File: config.mk
export PLATFORM = sky130hd
export DESIGN_NAME = nthash_feeder
export DESIGN_NICKNAME = d
export VERILOG_FILES = /design/src/rtl/nthash_feeder.sv
export SDC_FILE = /design/constraint.sdc
export NUM_CORES = 1
export LEC_CHECK = 0
export ABC_AREA = 1
export CELL_PAD_IN_SITES_DETAIL_PLACEMENT = 1
export CELL_PAD_IN_SITES_GLOBAL_PLACEMENT = 2
export CORE_AREA = 2 2 350 352
export CTS_CLUSTER_DIAMETER = 100
export DETAILED_ROUTE_END_ITERATION = 10
export DIE_AREA = 0 0 352 354
export GPL_TIMING_DRIVEN = 0
export HOLD_SLACK_MARGIN = 0.12
export PLACE_DENSITY_LB_ADDON = 0.08
export REMOVE_ABC_BUFFERS = 1
export SYNTH_ARGS = -nofsm -noshare
export SYNTH_HDL_FRONTEND = slang
export SYNTH_SLANG_ARGS = --single-unit
File: constraint.sdc
create_clock -name clk -period 2.7 [get_ports clk]
set_input_delay 0.54 -clock clk [delete_from_list [all_inputs] [get_ports clk]]
set_output_delay 0.54 -clock clk [all_outputs]
set_load 0.02 [all_outputs]
File: src/rtl/nthash_feeder.sv
// Front end for md4block: packs an ASCII password as UTF-16LE into one padded MD4 block,
// launches md4block with the standard IV and returns the byte-ordered NT hash.
module nthash_feeder #(
  parameter int unsigned MAX_CHARS = 27
) (
  input  logic         clk,
  input  logic         rst_n,
  input  logic         in_valid,
  input  logic [7:0]   in_char,
  input  logic         in_last,
  output logic         in_ready,
  output logic         blk_irdy,
  output logic [511:0] blk_data,
  output logic [31:0]  blk_state_a,
  output logic [31:0]  blk_state_b,
  output logic [31:0]  blk_state_c,
  output logic [31:0]  blk_state_d,
  input  logic         md4_ordy,
  input  logic [31:0]  md4_a,
  input  logic [31:0]  md4_b,
  input  logic [31:0]  md4_c,
  input  logic [31:0]  md4_d,
  output logic         hash_valid,
  output logic [127:0] hash,
  output logic         err
);

  localparam int unsigned CntW = $clog2(MAX_CHARS + 1);
  localparam logic [CntW-1:0] MaxCnt = CntW'(MAX_CHARS);

  typedef enum logic [1:0] {StIdle, StIssue, StWait, StDrain} state_e;

  state_e          state_q;
  logic [CntW-1:0] count_q;
  logic            ovf_q;

  logic [8:0]  char_lsb;
  logic [8:0]  pad_lsb;
  logic [63:0] msg_bits;
  logic [63:0] len_le;
  logic        beat;
  logic        too_long;

  function automatic logic [31:0] bswap(input logic [31:0] w);
    return {w[7:0], w[15:8], w[23:16], w[31:24]};
  endfunction

  assign blk_state_a = 32'h67452301;
  assign blk_state_b = 32'hEFCDAB89;
  assign blk_state_c = 32'h98BADCFE;
  assign blk_state_d = 32'h10325476;

  // Character n occupies bytes 2n (ASCII) and 2n+1 (zero); pad byte lands at 2(n+1).
  always_comb begin
    char_lsb = 9'(496 - 16 * int'(count_q));
    pad_lsb  = 9'(488 - 16 * int'(count_q));
    msg_bits = (64'(count_q) + 64'd1) << 4;
    len_le   = '0;
    for (int j = 0; j < 8; j++) begin
      len_le[63 - 8*j -: 8] = msg_bits[8*j +: 8];
    end
    beat     = in_valid && in_ready;
    too_long = ovf_q || (count_q >= MaxCnt);
  end

  always_ff @(posedge clk or negedge rst_n) begin
    if (!rst_n) begin
      state_q    <= StIdle;
      count_q    <= '0;
      ovf_q      <= 1'b0;
      blk_data   <= '0;
      blk_irdy   <= 1'b0;
      hash_valid <= 1'b0;
      err        <= 1'b0;
      hash       <= '0;
      in_ready   <= 1'b1;
    end else begin
      blk_irdy   <= 1'b0;
      hash_valid <= 1'b0;
      err        <= 1'b0;
      unique case (state_q)
        StIdle: begin
          if (beat) begin
            if (count_q < MaxCnt) begin
              blk_data[char_lsb +: 16] <= {in_char, 8'h00};
              count_q                  <= count_q + CntW'(1);
            end else begin
              ovf_q <= 1'b1;
            end
            if (in_last) begin
              if (too_long) begin
                // Later assignments win: drop whatever this beat wrote.
                err      <= 1'b1;
                blk_data <= '0;
                count_q  <= '0;
                ovf_q    <= 1'b0;
              end else begin
                blk_data[pad_lsb +: 8] <= 8'h80;
                blk_data[63:0]         <= len_le;
                blk_irdy               <= 1'b1;
                in_ready               <= 1'b0;
                state_q                <= StIssue;
              end
            end
          end
        end
        StIssue: state_q <= StWait;
        StWait: begin
          if (md4_ordy) begin
            hash       <= {bswap(md4_a), bswap(md4_b), bswap(md4_c), bswap(md4_d)};
            hash_valid <= 1'b1;
            state_q    <= StDrain;
          end
        end
        StDrain: begin
          // md4block holds ordy for two cycles; leave only once it drops.
          if (!md4_ordy) begin
            blk_data <= '0;
            count_q  <= '0;
            in_ready <= 1'b1;
            state_q  <= StIdle;
          end
        end
        default: state_q <= StIdle;
      endcase
    end
  end

endmodule
==> impl_metrics.py <==
metrics = {
    "run_status": {
        "outcome": "finished, final reports clean",
    },
    "synth": {
        "ys.flop_type": "dfrtp_1",
        "netlist_area_mm2": 0.02781,
        "yosys_register_bits": 622,
        "synth_area_per_cell_um2": 8.035,
        "syn_inst": 3461,
        "ys_types": 38,
        "async_reset_ff_share_pct": 100.0,
        "ys_warn_count": 0,
        "synth_edf_count": 0,
        "yosysSeqAreaShare_pct": 55.98,
    },
    "final_layout": {
        "syn_to_final_growth_pct": 47.46,
        "postLayoutCellArea_mm2": 0.04101,
        "final_cell_mix": "nand2_1, clkdlybuf4s50_1, dfrtp_1, nor2_1, inv_1",
        "drive_above_1_share_pct": 8.940,
        "nets": 4433,
        "final_common_cell": "nand2_1",
        "n_antenna_cell": 0,
    },
    "floorplanning": {
        "fp.dieH_um": 354,
        "die_w_um": 352,
        "core_area_mm2": 0.1209,
        "ioPinCount": 913,
        "core.rowCount": 128,
        "dieArea_mm2": 0.1246,
        "start_util_pct": 23.00,
    },
    "setup_path": {
        "cp_data_required_time_ps": 3290,
        "path_class": "reg -> reg",
        "crit_path_start_kind": "flop",
        "crit_fanout": 12,
        "end_kind": "flop",
        "arrival_ps": 3220,
    },
    "routing": {
        "firstDrtPassIters": 5,
        "first_iter_violations": 1207,
        "postRouteAntennaNets": 0,
        "drc_errors": 0,
        "drt_wl_total_mm": 130.2,
        "vias": 24578,
        "avgRoutedWirePerCell_um": 21.78,
        "vias_per_cell": 4.113,
    },
    "clock_network": {
        "htree_levels": 3,
        "clock_latency_ps": 660,
        "cts_buffer_depth": 3,
        "cts_made_buffers": 83,
        "clkSinkCount": 622,
        "cts_root_buf": "clkbuf_16",
        "cts_tree": "done",
        "clk_pin_slew_ps": 60,
    },
    "grt": {
        "grt_pass1_vias": 24988,
        "grt_pass1_wl_mm": 187.6,
        "grt_usage_pct": 20.44,
        "grt_antenna_before_repair": 4,
        "grt_max_degree": 106,
        "overflow": 0,
    },
    "timing": {
        "fin_crit_sh_pct": 97.41,
        "tns_ps": 0,
        "period_needed_ps": 2630,
        "max_freq_ghz": 0.3802,
        "worst_slew_pin_slew_ps": 994.1,
        "finClkSkew_ps": 26.22,
        "relSlewSlack_pct": 33.73,
        "rsz0062_at_grt": "true",
        "hold_violations": 0,
        "setup_viol": 0,
        "maxSlewViolCount": 0,
    },
    "placed_design": {
        "port_buffers": 754,
        "gp_congestion": 0.7629,
        "dp_hpwl_mm": 91.78,
        "placed_cell_area_mm2": 0.03664,
    },
    "power_and_ir_drop": {
        "p_leak_nw": 19.88,
        "max-vdd-ir-drop_v": 0.0005446,
        "power_density_mw_per_mm2": 1064,
    },
    "worst_hold_path": {
        "hp-class": "in -> reg",
    },
    "job": {
        "cap_violations": 0,
    },
}
[worst max-delay path, cell delays in order (launching register included)]
cell	delay, ps
dfrtp_4	570
ha_1	290
nand4_1	180
nand2_1	130
nand2_2	360
clkinvlp_4	350
buf_4	230
nand3_2	180
nand3_1	150
nor2_1	110
[sequential cells by signal, indices dropped and copies added, names as in the netlist]
register    cells
blk_data      482
count_q         5
hash          128
ovf_q           1
state_q         2
blk_irdy        1
err             1
hash_valid      1
in_ready        1
[logic make-up after synthesis]
group | share of synthesized area [%]
other cells | 0.02701
compound gates | 3.181
xor+xnor | 0.03150
fa+ha+maj | 0.3600
buf+inv | 11.50
simple gates | 28.93
flops | 55.98
[cells in the mapped netlist, drive strengths merged (17+ instances only)]
cell type	number	area [µm²]
nand2	1338	5085
dfrtp	621	15540
nor2	459	1871
inv	397	1490
buf	211	1500
nand3	156	815.8
o21ai	138	705.7
clkbuf	51	191.4
a21oi	23	122.6
nor3	18	100.1
nand4	17	112.6
[metal layers]
metal  global-route usage [%]  share of wire, %  up-vias
met5                        0             0.010        -
met4                    4.069               1.7        2
met3                    6.737               7.4      106
met2                    35.13                49      616
met1                    24.93                42    12031
li1                         -                 -    11823
[worst paths after layout]
| path | start | end | slack (ps) | cells after the start |
|---|---|---|---|---|
| max | count_q[0] | blk_data[187] | 70 | 9 |
| min | md4_b[25] | hash[65] | 420 | 3 |
| max reg2reg | count_q[0] | blk_data[187] | 70 | 9 |
| min reg2reg | blk_data[13] | blk_data[13] | 460 | 2 |
| max in group asynchronous | rst_n | blk_data[29] | 690 | 4 |
| min in group asynchronous | rst_n | hash[14] | 530 | 2 |
[power breakdown]
| part | leakage [nW] | internal (mW) | switching [mW] | total, mW |
|---|---|---|---|---|
| logic | 10.1 | 6.65 | 13.1 | 19.7 |
| clock network | 1.38 | 6.90 | 4.51 | 11.4 |
| registers | 8.44 | 11.2 | 1.22 | 12.5 |
[what timing repair did]
action	CTS	global route
setup endpoints to repair	487	495
pin swaps	15	10
hold buffers	1	0
buffers inserted	44	18
gates cloned	12	3
gates resized for setup	135	35
hold endpoints to repair	89	0
[metrics by stage]
stage          power (mW)  setup WS (ps)  utilization (%)  hold slack, ps  cells
3_5_place_dp        30.23          -3498            30.30           450.8   5746
2_1_floorplan       20.15          -3429                -           244.4   3355
3_3_place_gp        27.20         -31380            30.01           450.7   5734
5_1_grt             46.30         -12.50            33.91           400.2   5976
6_report            43.61          69.93            33.91           418.6   5976
4_1_cts             44.06         -13.46            33.64           368.6   5955
[area by class of cell]
cell class | count | area (µm²)
Clock buffer | 134 | 2581
Clock inverter | 18 | 226.5
Fill cell | 14187 | 79910
Inverter | 401 | 1559
Multi-Input combinational cell | 2340 | 10420
Sequential cell | 622 | 15570
Tap cell | 1625 | 2033
Timing Repair Buffer | 834 | 8593
Timing Repair inverter | 2 | 20.02
(Power assumes the default switching activity.)
